**config.mk**
```make
export PLATFORM = sky130hd
export DESIGN_NAME = cast_credit_return_flat
export DESIGN_NICKNAME = d
export VERILOG_FILES = /design/src/rtl/cast_credit_return_if.sv /design/src/rtl/cast_credit_return.sv /design/src/flat_wrapper.sv
export SDC_FILE = /design/constraint.sdc
export NUM_CORES = 1
export LEC_CHECK = 0
export ABC_AREA = 1
export BUFFER_PORTS_ARGS = -buffer_cell sky130_fd_sc_hd__buf_2
export CAP_MARGIN = 20
export CORE_UTILIZATION = 45
export DETAILED_ROUTE_END_ITERATION = 10
export PLACE_DENSITY = 0.67
export SLEW_MARGIN = 20
export SYNTH_ARGS = -nofsm -noshare
export SYNTH_HDL_FRONTEND = slang
export SYNTH_SLANG_ARGS = --single-unit
```
**constraint.sdc**
```tcl
create_clock -name clk -period 3.7 [get_ports clk]
set_input_delay 0.185 -clock clk [delete_from_list [all_inputs] [get_ports clk]]
set_output_delay 0.185 -clock clk [all_outputs]
set_load 0.05 [all_outputs]
```
**src/rtl/cast_credit_return_if.sv**
```systemverilog
`default_nettype none
// ---------------------------------------------------------------------------
// cast_credit_return_if : destination input-port handshake and credit outputs
// Rev 1.0
// ---------------------------------------------------------------------------
interface cast_credit_return_if;
    logic        fire;
    logic        pop;
    logic [1:0]  flit_type;
    logic [31:0] credit_upd;
    logic [31:0] pending;
    logic [31:0] total_ret;

    modport master (
        output fire, pop, flit_type,
        input  credit_upd, pending, total_ret
    );

    modport slave (
        input  fire, pop, flit_type,
        output credit_upd, pending, total_ret
    );
endinterface
`default_nettype wire

```
**src/rtl/cast_credit_return.sv**
```systemverilog
`default_nettype none
// ---------------------------------------------------------------------------
// cast_credit_return : batches consumed BODY flits into credit_upd pulses
// Rev 1.0
// ---------------------------------------------------------------------------
module cast_credit_return #(
    parameter int unsigned isDST         = 1,
    parameter int unsigned CRD_THRESH    = 8,
    parameter int unsigned TIMEOUT       = 64,
    parameter int unsigned FLUSH_ON_TAIL = 1,
    parameter logic [1:0]  FLIT_BODY     = 2'b01,
    parameter logic [1:0]  FLIT_TAIL     = 2'b10
) (
    input wire                   clk,
    input wire                   rstn,
    cast_credit_return_if.slave  bus
);

    localparam logic [31:0] c_thresh     = 32'(CRD_THRESH);
    localparam logic [31:0] c_timer_last = 32'(TIMEOUT - 1);
    localparam logic [31:0] c_sat        = 32'hFFFF_FFFF;
    localparam logic        c_dst        = (isDST != 0);
    localparam logic        c_flush      = (FLUSH_ON_TAIL != 0);

    typedef enum logic [1:0] {
        ST_IDLE  = 2'd0,
        ST_ACCUM = 2'd1,
        ST_EMIT  = 2'd2
    } state_t;

    state_t      state_q, state_d;
    logic [31:0] pending_q, pending_d;
    logic [31:0] timer_q, timer_d;
    logic [31:0] credit_upd_q, credit_upd_d;
    logic [31:0] total_ret_q, total_ret_d;

    logic        w_hs;
    logic        w_consume;
    logic        w_tail;
    logic [31:0] w_acc_next;
    logic        w_emit;

    // A non-destination node never sees a consume, so all state stays at reset.
    assign w_hs       = bus.fire & bus.pop;
    assign w_consume  = c_dst & w_hs & (bus.flit_type == FLIT_BODY);
    assign w_tail     = w_hs & (bus.flit_type == FLIT_TAIL);
    assign w_acc_next = (pending_q == c_sat) ? pending_q
                                             : pending_q + {31'd0, w_consume};

    assign w_emit = c_dst & (w_acc_next != 32'd0) &
                    ((w_acc_next >= c_thresh) |
                     ((state_q == ST_ACCUM) & (timer_q == c_timer_last)) |
                     (c_flush & w_tail));

    always_comb begin
        state_d      = state_q;
        pending_d    = w_acc_next;
        timer_d      = (pending_q != 32'd0) ? timer_q + 32'd1 : 32'd0;
        credit_upd_d = 32'd0;
        total_ret_d  = total_ret_q;
        if (w_emit) begin
            state_d      = ST_EMIT;
            pending_d    = 32'd0;
            timer_d      = 32'd0;
            credit_upd_d = w_acc_next;
            total_ret_d  = total_ret_q + w_acc_next;
        end else if (w_acc_next != 32'd0) begin
            state_d = ST_ACCUM;
        end else begin
            state_d = ST_IDLE;
        end
    end

    always_ff @(posedge clk or negedge rstn) begin
        if (!rstn) begin
            state_q      <= ST_IDLE;
            pending_q    <= 32'd0;
            timer_q      <= 32'd0;
            credit_upd_q <= 32'd0;
            total_ret_q  <= 32'd0;
        end else begin
            state_q      <= state_d;
            pending_q    <= pending_d;
            timer_q      <= timer_d;
            credit_upd_q <= credit_upd_d;
            total_ret_q  <= total_ret_d;
        end
    end

    assign bus.credit_upd = credit_upd_q;
    assign bus.pending    = pending_q;
    assign bus.total_ret  = total_ret_q;

endmodule
`default_nettype wire

```
**src/flat_wrapper.sv**
```systemverilog
// flat-port wrapper written by rule: the top's interface ports become plain ports
module cast_credit_return_flat 
#(
    parameter int unsigned isDST         = 1,
    parameter int unsigned CRD_THRESH    = 8,
    parameter int unsigned TIMEOUT       = 64,
    parameter int unsigned FLUSH_ON_TAIL = 1,
    parameter logic [1:0]  FLIT_BODY     = 2'b01,
    parameter logic [1:0]  FLIT_TAIL     = 2'b10
)
  (clk, rstn, bus_fire, bus_pop, bus_flit_type, bus_credit_upd, bus_pending, bus_total_ret);
  cast_credit_return_if bus_i ();
  input wire clk;
  input wire rstn;
  input wire logic [$bits(bus_i.fire)-1:0] bus_fire;
  input wire logic [$bits(bus_i.pop)-1:0] bus_pop;
  input wire logic [$bits(bus_i.flit_type)-1:0] bus_flit_type;
  output wire logic [$bits(bus_i.credit_upd)-1:0] bus_credit_upd;
  output wire logic [$bits(bus_i.pending)-1:0] bus_pending;
  output wire logic [$bits(bus_i.total_ret)-1:0] bus_total_ret;
  assign bus_i.fire = bus_fire;
  assign bus_i.pop = bus_pop;
  assign bus_i.flit_type = bus_flit_type;
  assign bus_credit_upd = bus_i.credit_upd;
  assign bus_pending = bus_i.pending;
  assign bus_total_ret = bus_i.total_ret;
  cast_credit_return #(.isDST(isDST), .CRD_THRESH(CRD_THRESH), .TIMEOUT(TIMEOUT), .FLUSH_ON_TAIL(FLUSH_ON_TAIL), .FLIT_BODY(FLIT_BODY), .FLIT_TAIL(FLIT_TAIL)) u_core (.clk(clk), .rstn(rstn), .bus(bus_i));
endmodule
```
# ---- Word level (Yosys, flattened, before mapping)
# Index checks and enable logic that the tools add are counted.
dict set report totals {
  mem_bits_rw 0
  elab_cells 30
  inputBits 6
  regBits 130
  romBits 0
  latchBits 0
  mem_count 0
}
dict set report op_classes {
  div 0
  addsub 3
  eq_ne 5
  bitwise_logic 7
  reduce_logical 2
  mul 0
  shifts 0
  magnitude_cmp 1
  n_mux 7
}
# cell n
set op_table {}
lappend op_table {{$mux W32} 5}
lappend op_table {{$reduce_bool A32 Y1} 2}
lappend op_table {{$add A32 B1 Y32} 1}
lappend op_table {{$add A32 B1 Y32 const B} 1}
lappend op_table {{$add A32 B32 Y32} 1}
lappend op_table {{$eq A32 B32 Y1 const B} 1}
lappend op_table {{$eq A32 B6 Y1 const B} 1}
lappend op_table {{$ge A32 B4 Y1 const B} 1}
lappend op_table {{$and A1 B1 Y1} 5}
lappend op_table {{$eq A2 B1 Y1 const B} 2}
lappend op_table {{$eq A2 B2 Y1 const B} 1}
lappend op_table {{$mux W2} 1}
lappend op_table {{$or A1 B1 Y1} 2}
lappend op_table {{$mux W1} 1}

# ---- Logic depth before layout (Yosys ltp)
# Gate-level depths: netlist of run 1.
dict set report depth {
  depth_word 9
  mapped_depth 26
  mapped_depth_nobuf 24
}

# ---- Worst setup path after synthesis of run 1
# OpenSTA, ideal clock, no wires.
dict set report synth_path {
  kind {reg-to-reg}
  from {reg u_core.pending_q[8], in the netlist u_core.bus.pending[8]}
  to {reg u_core.total_ret_q[29], in the netlist u_core.bus.total_ret[29]}
  setup_slack_ns 0.060
  arrival_time_ns 3.573
  synth_period_minus_slack_ns 3.640
  setup_ns 0.067
  path_stages_with_launch 21
  path_buffers 4
  path_cell_list {dfrtp_1 nand2_1 nor2_1 nand2_1 nor2_1 nand2_1 buf_2 buf_2 buf_1 clkbuf_1 nand2_1 ha_1 nand2_1 o21ai_0 nor2_1 o21ai_0 nand3_1 nand2_1 xor2_1 nand2_1 nand2_1}
}
dict set report synth_between {
  elab_chain_cells 6
  word_cells_on_any_way 9
  cone_classes {add/sub (2); order compare (1); eq/ne (1); mux (1); bitwise (3); reduce/logical (1)}
}
# element line_no
set synth_rtl {}
lappend synth_rtl {{from (decl)} cast_credit_return.sv:32} ;# logic [31:0] pending_q, pending_d;
lappend synth_rtl {{from (signal assigned)} cast_credit_return.sv:83} ;# pending_q <= pending_d;
lappend synth_rtl {{$add A32 B1 Y32 or $eq A32 B32 Y1 (tied branches)} {cast_credit_return.sv:48, cast_credit_return.sv:47}}
lappend synth_rtl {{$mux W32 *} cast_credit_return.sv:47} ;# assign w_acc_next = (pending_q == c_sat) ? pending_q
lappend synth_rtl {{$ge A32 B4 Y1} cast_credit_return.sv:51} ;# ((w_acc_next >= c_thresh) |
lappend synth_rtl {{$or A1 B1 Y1} cast_credit_return.sv:51}
lappend synth_rtl {{$or A1 B1 Y1} cast_credit_return.sv:52} ;# ((state_q == ST_ACCUM) & (timer_q == c_timer_last)) |
lappend synth_rtl {{$and A1 B1 Y1} cast_credit_return.sv:50} ;# assign w_emit = c_dst & (w_acc_next != 32'd0) &
lappend synth_rtl {{to (signal assigned)} cast_credit_return.sv:86} ;# total_ret_q <= total_ret_d;
lappend synth_rtl {{to (decl)} cast_credit_return.sv:35} ;# logic [31:0] total_ret_q, total_ret_d;
# Every way passes the cells marked *; elsewhere a longest branch is shown, timed or not.
# A chain may end at the register's enable or synchronous reset.

# ---- Worst setup path in the final report of run 1
dict set report layout_path {
  from {reg u_core.pending_q[0], in the netlist u_core.bus.pending[0]}
  to {reg u_core.total_ret_q[24], in the netlist u_core.bus.total_ret[24]}
}
# The elaborated chain is that of the path after synthesis.

==> impl_metrics.csv, run 1 <==
group,metric,value,unit
critical_path,crit_required,4070,ps
drt,avgRoutedWirePerCell,15.8,µm
clock_tree,cts_tree,"done",
critical_path,worstReg2RegStart,"u_core.bus.pending[0]",
place,dp_hpwl,18.5,mm
clock_tree,clockRootBuffer,"clkbuf_16",
power,total_power,6.88,mW
cells_and_area,layout.nets,1340,
sta,fin_hold_ws,329,ps
place,gp_congestion,0.956,
sta,drv_slew,0,
logic_synthesis,synth_warnings,0,
cells_and_area,area_growth,18.5,%
logic_synthesis,avgSynthCellArea,7.25,µm²
global_route,antenna_found_initial,0,
drt,vias,7958,
logic_synthesis,async_flop_share,1.00,
global_route,track_usage,0.263,
power,leakagePower,4.87,nW
drt,wl,24.4,mm
drt,first_iter_violations,635,
sta,fin_setup_tns,0,ps
logic_synthesis,synth_cell_types,36,
sta,tightest_slew,717,ps
run_status,violations,"design-rule violations",
clock_tree,cts_buffer_depth,2,
die,rows,49,
drt,vias_per_cell,5.16,
run_status,status,"finished with violations",
drt,drc,2,
cells_and_area,drive_above_1_share,0.159,
clock_tree,clock_sinks,130,
power,p_per_area,692,nW/µm²
critical_path,start_kind,"register",
place,dpl-instance-area,9270,µm²
logic_synthesis,synth-edff-count,0,
die,io_pins,102,
sta,period_minus_slack,3430,ps
clock_tree,clkTransAtPathRegs,60,ps
die,die_w,139,µm
flow_run,max_cap_violations,0,
clock_tree,clk_latency,440,ps
global_route,grt_first_pass_wirelength,39.2,mm
die,die_h,139,µm
logic_synthesis,yosysSeqAreaShare,0.388,
critical_path,critical_path_class,"register to register",
logic_synthesis,postSynthCellCount,1157,
min_path,hold_path.class,"input port to async pin",
clock_tree,cts_made_buffers,17,
sta,fin_skew,14.6,ps
place,place_inst,1508,
cells_and_area,postLayoutCellArea,9940,µm²
place,portBuffers,101,
cells_and_area,mostFrequentLayoutCell,"nand2_1",
drt,ant_nets,0,
sta,relSlewSlack,0.522,
critical_path,critical_path_arrival,3800,ps
cells_and_area,layout_common_cells,"354 x nand2_1, 153 x nor2_1, 129 x dfrtp_1",
sta,rsz0062_at_grt,"no",
global_route,grt_pass1_vias,7550,
drt,drt_first_pass_iters,9,
clock_tree,post-cts-setup-buffer-count,0,
logic_synthesis,synth_flop_cell,"dfrtp_1",
global_route,grt_overflow,0,
die,dieArea,19200,µm²
critical_path,path_max_fanout,6,
power,ir_drop,0.577,mV
logic_synthesis,syn_area,8390,µm²
cells_and_area,antenna_cells,0,
sta,hold_violations,0,
sta,setup_viol,0,
cells_and_area,fin_cells,1541,
die,start_util,0.464,
sta,fin_crit_sh,0.926,
clock_tree,h-tree-depth,4,
global_route,grt_max_degree,77,
sta,fmax,292,MHz
die,core_area,18100,µm²
logic_synthesis,synth_seq_cells,130,
critical_path,crit_path_start,"u_core.bus.pending[0]",
critical_path,endpoint_kind,"register",
==> layout make-up <==
type	instances	area (µm²)
Fill cell	1751	8150
Multi-Input combinational cell	931	4770
Sequential cell	130	3250
Timing Repair Buffer	117	638
Clock buffer	18	439
Inverter	102	383
Tap cell	229	287
Clock inverter	14	169
==> per-layer routing <==
metal,up-vias,wire length (µm),global-route usage
met5,-,0,0
met2,249,11100,0.427
met1,3704,11300,0.363
li1,3975,-,-
met3,30,1510,0.0411
met4,0,395,0.0775
==> what timing repair did <==
item                       in CTS  in global routing
hold buffers                    1                  0
setup endpoints to repair       0                 37
hold endpoints to repair       74                  0
resized for setup               0                 12
==> final timing paths <==
path	end	slack [ps]	depth (start not counted)
worst min-delay path	u_core.timer_q[8]	330	2
max in group asynchronous	u_core.bus.pending[0]	2460	3
min in group clk	u_core.state_q[0]	330	6
worst max-delay path	u_core.bus.total_ret[24]	270	18
worst max register to register	u_core.bus.total_ret[24]	270	18
worst min register to register	u_core.timer_q[0]	470	1
==> Yosys cell counts (2+ instances only) <==
library cell	count	share of area
a21o_1	8	0.0072
a21oi_1	43	0.026
a31oi_1	6	0.0045
buf_1	4	0.0018
buf_2	9	0.0054
buf_6	6	0.0081
clkbuf_1	3	0.0013
dfrtp_1	130	0.39
ha_1	34	0.051
inv_1	101	0.045
nand2_1	355	0.16
nand2_2	7	0.0052
nand3_1	110	0.066
nand3_4	2	0.0042
nand3b_1	5	0.0045
nand4_1	16	0.012
nor2_1	155	0.069
nor2_2	26	0.019
nor2_4	6	0.0081
nor3_1	15	0.0089
nor4_1	16	0.012
o21a_1	2	0.0018
o21ai_0	20	0.012
o21bai_1	6	0.0054
or2_2	5	0.0037
xnor2_1	19	0.020
xor2_1	39	0.041
==> cells by family after synthesis <==
| logic type | after synthesis | share of synthesized area |
|---|---|---|
| compound gates | 87 | 0.0583 |
| xor+xnor | 59 | 0.0625 |
| fa+ha+maj | 35 | 0.0531 |
| buf+inv | 124 | 0.0622 |
| flops | 130 | 0.388 |
| other cells | 1 | 0.000447 |
| simple gates | 721 | 0.376 |
==> metrics by stage <==
stage	util	worst slack (ps)
detailed placement	0.512	98.4
CTS	0.547	104
global route	0.549	66.1
global placement	0.512	222
finish	0.549	274
floorplan	-	59.9
==> worst max-delay path, stage by stage (launching register included) <==
cell and delay (ps):
dfrtp_2 430, ha_2 260, inv_1 90, nor2_4 180, nand2_2 160, nor2_2 220
nand2_1 70, nand2_1 170, nand2_1 120, ha_1 390, nand2_1 120, nor2_1 110
inv_1 90, nor3_1 310, nand3_1 170, nand4_1 120, xor2_1 190, nand2_1 80
nand2_1 80
==> registers in the layout, indices dropped and copies added, names as in the netlist <==
| signal | count |
|---|---|
| u_core.bus.credit_upd | 32 |
| u_core.bus.pending | 32 |
| u_core.bus.total_ret | 32 |
| u_core.state_q | 2 |
| u_core.timer_q | 32 |
==> power breakdown <==
group / internal (mW) / switching (mW)
Clock: 1.03 / 0.723
Combinational: 0.958 / 2.28
Sequential: 1.66 / 0.233
Power figures use the tool's default switching activity.
==> run 2, diff against run 1 <==
- ABC_AREA: 1 -> 0
- ABC_CLOCK_PERIOD_IN_PS: not set -> 3700
- PLACE_DENSITY: 0.67 -> 0.68
==> impl_metrics.csv, run 2 <==
group,metric,value,unit
cells_and_area,layout_common_cells,"220 x buf_4, 100 x buf_2, 100 x dfrtp_1",
min_path,holdPathEnd,"u_core.state_q[0]",
global_route,grt_first_pass_wirelength,34.0,mm
sta,period_minus_slack,3910,ps
sta,relSlewSlack,0.455,
place,place_inst,1263,
drt,wl,22.4,mm
clock_tree,cts_made_buffers,17,
logic_synthesis,async_flop_share,1.00,
critical_path,rrSetupSlack,-210,ps
min_path,min-delay-start,"bus_flit_type[0]",
clock_tree,clock_sinks,130,
drt,vias_per_cell,5.25,
logic_synthesis,synth_fa_ha_area_frac,0.0596,
cells_and_area,area_growth,47.0,%
logic_synthesis,ys_top_cells_by_count,"130 x dfrtp_1, 89 x nor2_1, 71 x xnor2_1",
critical_path,reg2regPathDepth,17,
clock_tree,clkTransAtPathRegs,60,ps
power,ir_drop,0.570,mV
clock_tree,clockRootBuffer,"clkbuf_16",
logic_synthesis,syn_area,7470,µm²
sta,fin_skew,11.7,ps
cells_and_area,multi_input_area,4490,µm²
logic_synthesis,yosysTopAreaCellShare,0.435,
sta,rsz0062_at_grt,"yes",
logic_synthesis,synth_xor_area_frac,0.124,
cells_and_area,ff_latch_area,3290,µm²
sta,fin_hold_ws,292,ps
drt,vias,6976,
logic_synthesis,synth_warnings,0,
critical_path,endpoint_kind,"register",
logic_synthesis,yosysTopAreaCell,"dfrtp_1",
logic_synthesis,synth_compound_gate_area_share,0.118,
place,dp_hpwl,15.9,mm
sta,tightest_slew,817,ps
drt,ant_nets,0,
critical_path,crit_path_start,"u_core.bus.pending[26]",
critical_path,r2r-end,"u_core.bus.total_ret[31]",
die,core_area,16100,µm²
drt,route.met3.wl,1.06,mm
die,die_h,131,µm
run_status,status,"finished with violations",
logic_synthesis,yosysSeqAreaShare,0.435,
logic_synthesis,synth_cell_types,61,
global_route,antenna_found_initial,0,
global_route,grt_max_degree,87,
clock_tree,cts_buffer_depth,2,
die,dieArea,17100,µm²
critical_path,path_max_fanout,3,
cells_and_area,n_fill_cell,1212,
logic_synthesis,synth.mux.area_fraction,0.0268,
drt,drc,0,
logic_synthesis,yosys.area_share.simple,0.200,
clock_tree,clk_latency,440,ps
drt,drt_first_pass_iters,5,
cells_and_area,drive_above_1_share,0.429,
global_route,grt_pass1_vias,6775,
run_status,violations,"negative setup slack",
drt,wl_met1,9.87,mm
logic_synthesis,synth-edff-count,0,
min_path,hold_path.class,"input port to register",
logic_synthesis,synth_flop_cell,"dfrtp_1",
logic_synthesis,synth_top_family_by_area,"simple AND/OR/NAND/NOR gates",
critical_path,start_kind,"register",
drt,topRoutingLayerUsed,"met4",
logic_synthesis,synth_seq_cells,130,
logic_synthesis,synthTopCellsByArea,"dfrtp_1 44%, xnor2_1 8.3%, ha_1 5.7%",
cells_and_area,fin_cells,1329,
power,p_clk_frac,0.239,
die,rows,46,
die,io_pins,102,
sta,fmax,256,MHz
cells_and_area,mostFrequentLayoutCell,"buf_4",
logic_synthesis,synth.most_common_cell,"dfrtp_1",
clock_tree,cts_tree,"done",
sta,drv_slew,0,
die,die_w,131,µm
global_route,track_usage,0.264,
drt,dr_wl_met2,11.0,mm
global_route,grt_overflow,0,
flow_run,max_cap_violations,0,
power,p_switching,3.00,mW
power,p_per_area,671,nW/µm²
place,gp_congestion,0.942,
critical_path,critical_path_class,"register to register",
power,power_frac_seq,0.252,
sta,hold_violations,0,
place,dpl-instance-area,9750,µm²
power,switching_share,0.406,
critical_path,critical_path_arrival,4230,ps
sta,setup_viol,7,
sta,final.setup.worst_slack,-212,ps
die,start_util,0.465,
cells_and_area,layout.nets,1141,
drt,avgRoutedWirePerCell,16.9,µm
place,dpl_worst_slack,-376,ps
power,leakagePower,5.14,nW
place,portBuffers,101,
drt,first_iter_violations,417,
sta,fin_crit_sh,1.06,
cells_and_area,antenna_cells,0,
cells_and_area,postLayoutCellArea,11000,µm²
critical_path,crit_required,4020,ps
power,p_comb_frac,0.509,
power,p_int,4.38,mW
critical_path,worstReg2RegStart,"u_core.bus.pending[26]",
logic_synthesis,avgSynthCellArea,9.79,µm²
logic_synthesis,postSynthCellCount,763,
clock_tree,h-tree-depth,4,
min_path,hold_path_depth,4,
run 2: cell types whose count changed in the layout (fill, tap and decap cells not counted), moves of 46 or more:
cell,before,now
nor2_1,153,83
nand2_1,354,39
xnor2_1,19,65
inv_1,101,15
nand3_1,110,36
buf_4,14,220
run 2: how the worst max path moves through the flow:
stage	cells after the start	slack [ps]	to
floorplan	19	-280	u_core.bus.total_ret[31]
global placement	19	-370	u_core.bus.total_ret[31]
detailed placement	19	-380	u_core.bus.total_ret[30]
CTS	17	-120	u_core.bus.total_ret[31]
global route	18	-360	u_core.bus.total_ret[31]
finish	17	-210	u_core.bus.total_ret[31]
run 2: cell families (layout without fill, tap and decap cells):
| kind of cell | Yosys count | in the layout |
|---|---|---|
| xor+xnor | 106 | 106 |
| simple gates | 285 | 285 |
| flops | 130 | 130 |
| buf+inv | 52 | 374 |
| compound gates | 140 | 140 |
| other cells | 1 | 29 |
| mux | 14 | 14 |
| fa+ha+maj | 35 | 35 |
run 2: power by group through the flow:
stage / logic (mW) / registers [mW] / clock network [mW]
6_report: 3.75 / 1.86 / 1.76
2_1_floorplan: 1.56 / 2.59 / 0
3_5_place_dp: 3.39 / 1.88 / 0
5_1_grt: 4.02 / 1.89 / 1.83
3_3_place_gp: 3.35 / 1.87 / 0
4_1_cts: 3.63 / 1.86 / 1.78
run 2: final cells by class:
cell class,count,share of cell area
tap,216,0.0246
clock inverter,13,0.0159
inverter,15,0.00513
timing repair buffer,327,0.206
multi-input combinational,609,0.409
clock buffer,19,0.0394
sequential,130,0.300
run 2: critical path, cell delays in order, from the launching register on:
cell       delay, ps
dfrtp_2          350
and4_1           210
and3_4           220
nand4_1          220
o2111ai_2        330
xnor2_2          150
ha_4             300
o211ai_1         110
o21ai_2          260
a31oi_4          160
o32ai_4          360
o31ai_4          120
o311ai_2         310
buf_4            190
a41oi_2          100
xnor2_1          200
nand2_1           90
xnor2_1          120
run 2: timing repair:
item,in CTS,in global routing
endpoints found under the setup margin,10,55
hold endpoints to repair,84,0
pin swaps,45,22
hold buffers,1,0
gates resized for setup,50,28
cloned,0,1
buffers inserted,16,16
run 2: through the flow:
stage,power (mW),TNS (ps),utilization
after global placement,5.22,-8130,0.607
final,7.37,-716,0.684
after CTS,7.26,-240,0.667
after floorplan,4.15,-866,-
after detailed placement,5.27,-7050,0.607
after global routing,7.74,-2050,0.684
run 2: metal layers:
metal	GRT usage	up-vias
li1	-	3368
met1	0.340	3374
met2	0.443	206
met3	0.0501	28
met4	0.0974	0
met5	0	-
==> run 3, diff against run 2 <==
- ABC_CLOCK_PERIOD_IN_PS: 3700 -> 3400
- PLACE_DENSITY: 0.68 -> 0.7
- clock period: 3.7 -> 3.4 ns (I/O delays scaled with it)
==> impl_metrics.csv, run 3 (synthesized netlist as in run 2, its figures left out) <==
group,metric,value,unit
run_status,status,"finished with violations",
run_status,violations,"negative setup slack",
power,leakagePower,5.33,nW
drt,vias_per_cell,5.62,
die,die_h,131,µm
drt,ant_nets,0,
power,power_frac_seq,0.242,
critical_path,path_max_fanout,6,
critical_path,crit_required,3710,ps
critical_path,crit_chain,"buf_4, buf_4, nand2_1, nor3_4, buf_4, and3_1, a21oi_2, ha_1, a21oi_2, o21ai_2, a221oi_4, a211oi_4, o2111ai_1, nand2_1, a21o_1, a21oi_2, xnor2_1, mux2_4",
global_route,grt_first_pass_wirelength,37.0,mm
critical_path,endpoint_kind,"register",
critical_path,cpMaxStageDelayCell,"dfrtp_2",
place,dp_hpwl,15.7,mm
die,core_area,16100,µm²
die,die_w,131,µm
global_route,grt_overflow,0,
clock_tree,cts_made_buffers,17,
power,p_clk_frac,0.221,
power,p_int,4.99,mW
cells_and_area,multi_input_area,5070,µm²
min_path,hold_path.class,"input port to register",
power,p_comb_frac,0.537,
drt,drt_first_pass_iters,5,
place,dpl_worst_slack,-551,ps
cells_and_area,drive_above_1_share,0.520,
place,gp_congestion,0.960,
cells_and_area,mostFrequentLayoutCell,"buf_4",
power,switching_share,0.420,
critical_path,start_kind,"register",
critical_path,critical_path_arrival,4130,ps
sta,tightest_slew,674,ps
flow_run,max_cap_violations,0,
sta,period_minus_slack,3820,ps
sta,fin_crit_sh,1.12,
power,p_per_area,726,nW/µm²
clock_tree,clock_sinks,130,
global_route,antenna_found_initial,0,
global_route,grt_max_degree,84,
die,dieArea,17100,µm²
clock_tree,h-tree-depth,4,
critical_path,cp.buffers_inverters,3,
sta,fin_skew,7.54,ps
critical_path,critical_path_class,"register to register",
clock_tree,cts_tree,"done",
die,rows,46,
drt,drc,0,
cells_and_area,layout.nets,1157,
sta,fmax,262,MHz
global_route,track_usage,0.287,
sta,final.setup.worst_slack,-416,ps
clock_tree,clockRootBuffer,"clkbuf_16",
sta,relSlewSlack,0.549,
power,ir_drop,0.728,mV
cells_and_area,ff_latch_area,3290,µm²
drt,first_iter_violations,603,
power,total_power,8.60,mW
drt,avgRoutedWirePerCell,19.0,µm
die,io_pins,102,
sta,drv_slew,0,
clock_tree,cts_buffer_depth,2,
global_route,grt_pass1_vias,7159,
place,portBuffers,101,
drt,wl,25.6,mm
die,start_util,0.465,
clock_tree,clk_latency,430,ps
sta,hold_violations,0,
drt,vias,7559,
critical_path,cpLargestDelayFamily,"compound AO/OA/AOI/OAI gates",
sta,rsz0062_at_grt,"yes",
clock_tree,clkTransAtPathRegs,60,ps
cells_and_area,n_fill_cell,990,
cells_and_area,layout_common_cells,"215 x buf_4, 100 x buf_2, 100 x dfrtp_1",
sta,setup_viol,68,
power,p_switching,3.61,mW
cells_and_area,area_growth,58.5,%
critical_path,max_stage_delay,400,ps
cells_and_area,antenna_cells,0,
[run 3: power by group through the flow]
stage,Sequential (mW),Clock [mW],Combinational (mW)
6_report,2.08,1.90,4.62
5_1_grt,2.11,1.99,4.88
4_1_cts,2.04,1.91,4.12
3_5_place_dp,2.05,0,3.68
3_3_place_gp,2.05,0,3.61
2_1_floorplan,2.82,0,1.71
[run 3: repair_timing]
action / 4_1_cts / 5_1_grt
gates resized for setup: 101 / 133
endpoints found under the hold margin: 47 / 0
buffers inserted: 25 / 23
cloned: 4 / 5
hold buffers: 1 / 0
pin swaps: 50 / 64
endpoints found under the setup margin: 68 / 68
[run 3: final timing paths]
| check | slack, ps | to | depth (start not counted) | startpoint |
|---|---|---|---|---|
| max | -420 | u_core.bus.total_ret[24] | 18 | u_core.bus.pending[1] |
| min | 240 | u_core.state_q[0] | 4 | bus_flit_type[1] |
| max reg2reg | -420 | u_core.bus.total_ret[24] | 18 | u_core.bus.pending[1] |
| min reg2reg | 510 | u_core.bus.total_ret[31] | 1 | u_core.bus.total_ret[31] |
| max in group asynchronous | 2210 | u_core.bus.pending[14] | 3 | rstn |
| min in group asynchronous | 300 | u_core.bus.total_ret[7] | 2 | rstn |
[run 3: layer usage]
metal / up-vias / routed length (µm) / share of wire / global-route usage
met5: - / 0 / 0 / 0
met4: 0 / 1040 / 0.041 / 0.135
met3: 99 / 1520 / 0.059 / 0.0570
met2: 347 / 12800 / 0.50 / 0.481
met1: 3710 / 10300 / 0.40 / 0.357
li1: 3403 / - / - / -
[run 3: layout make-up]
type | count | area share
clock buffers | 18 | 0.0362
clock inverters | 14 | 0.0153
inverters | 15 | 0.00475
multi-input cells | 609 | 0.428
flip-flops and latches | 130 | 0.278
well taps | 216 | 0.0228
repair buffers | 343 | 0.215
[run 3: metrics by stage]
| step | hold WS, ps | utilization | area [µm²] | instances | setup TNS (ps) |
|---|---|---|---|---|---|
| after floorplan | -126 | - | 7780 | 791 | -3660 |
| after global placement | 234 | 0.614 | 9850 | 1271 | -22370 |
| after detailed placement | 234 | 0.614 | 9850 | 1271 | -25360 |
| after CTS | 222 | 0.699 | 11200 | 1331 | -3350 |
| after global routing | 237 | 0.738 | 11800 | 1345 | -16210 |
| final | 238 | 0.738 | 11800 | 1345 | -9430 |
[run 3: worst min-delay path, stage by stage]
cell and delay, ps:
buf_2 90, nand4b_1 90, o31ai_1 100, and3b_1 180
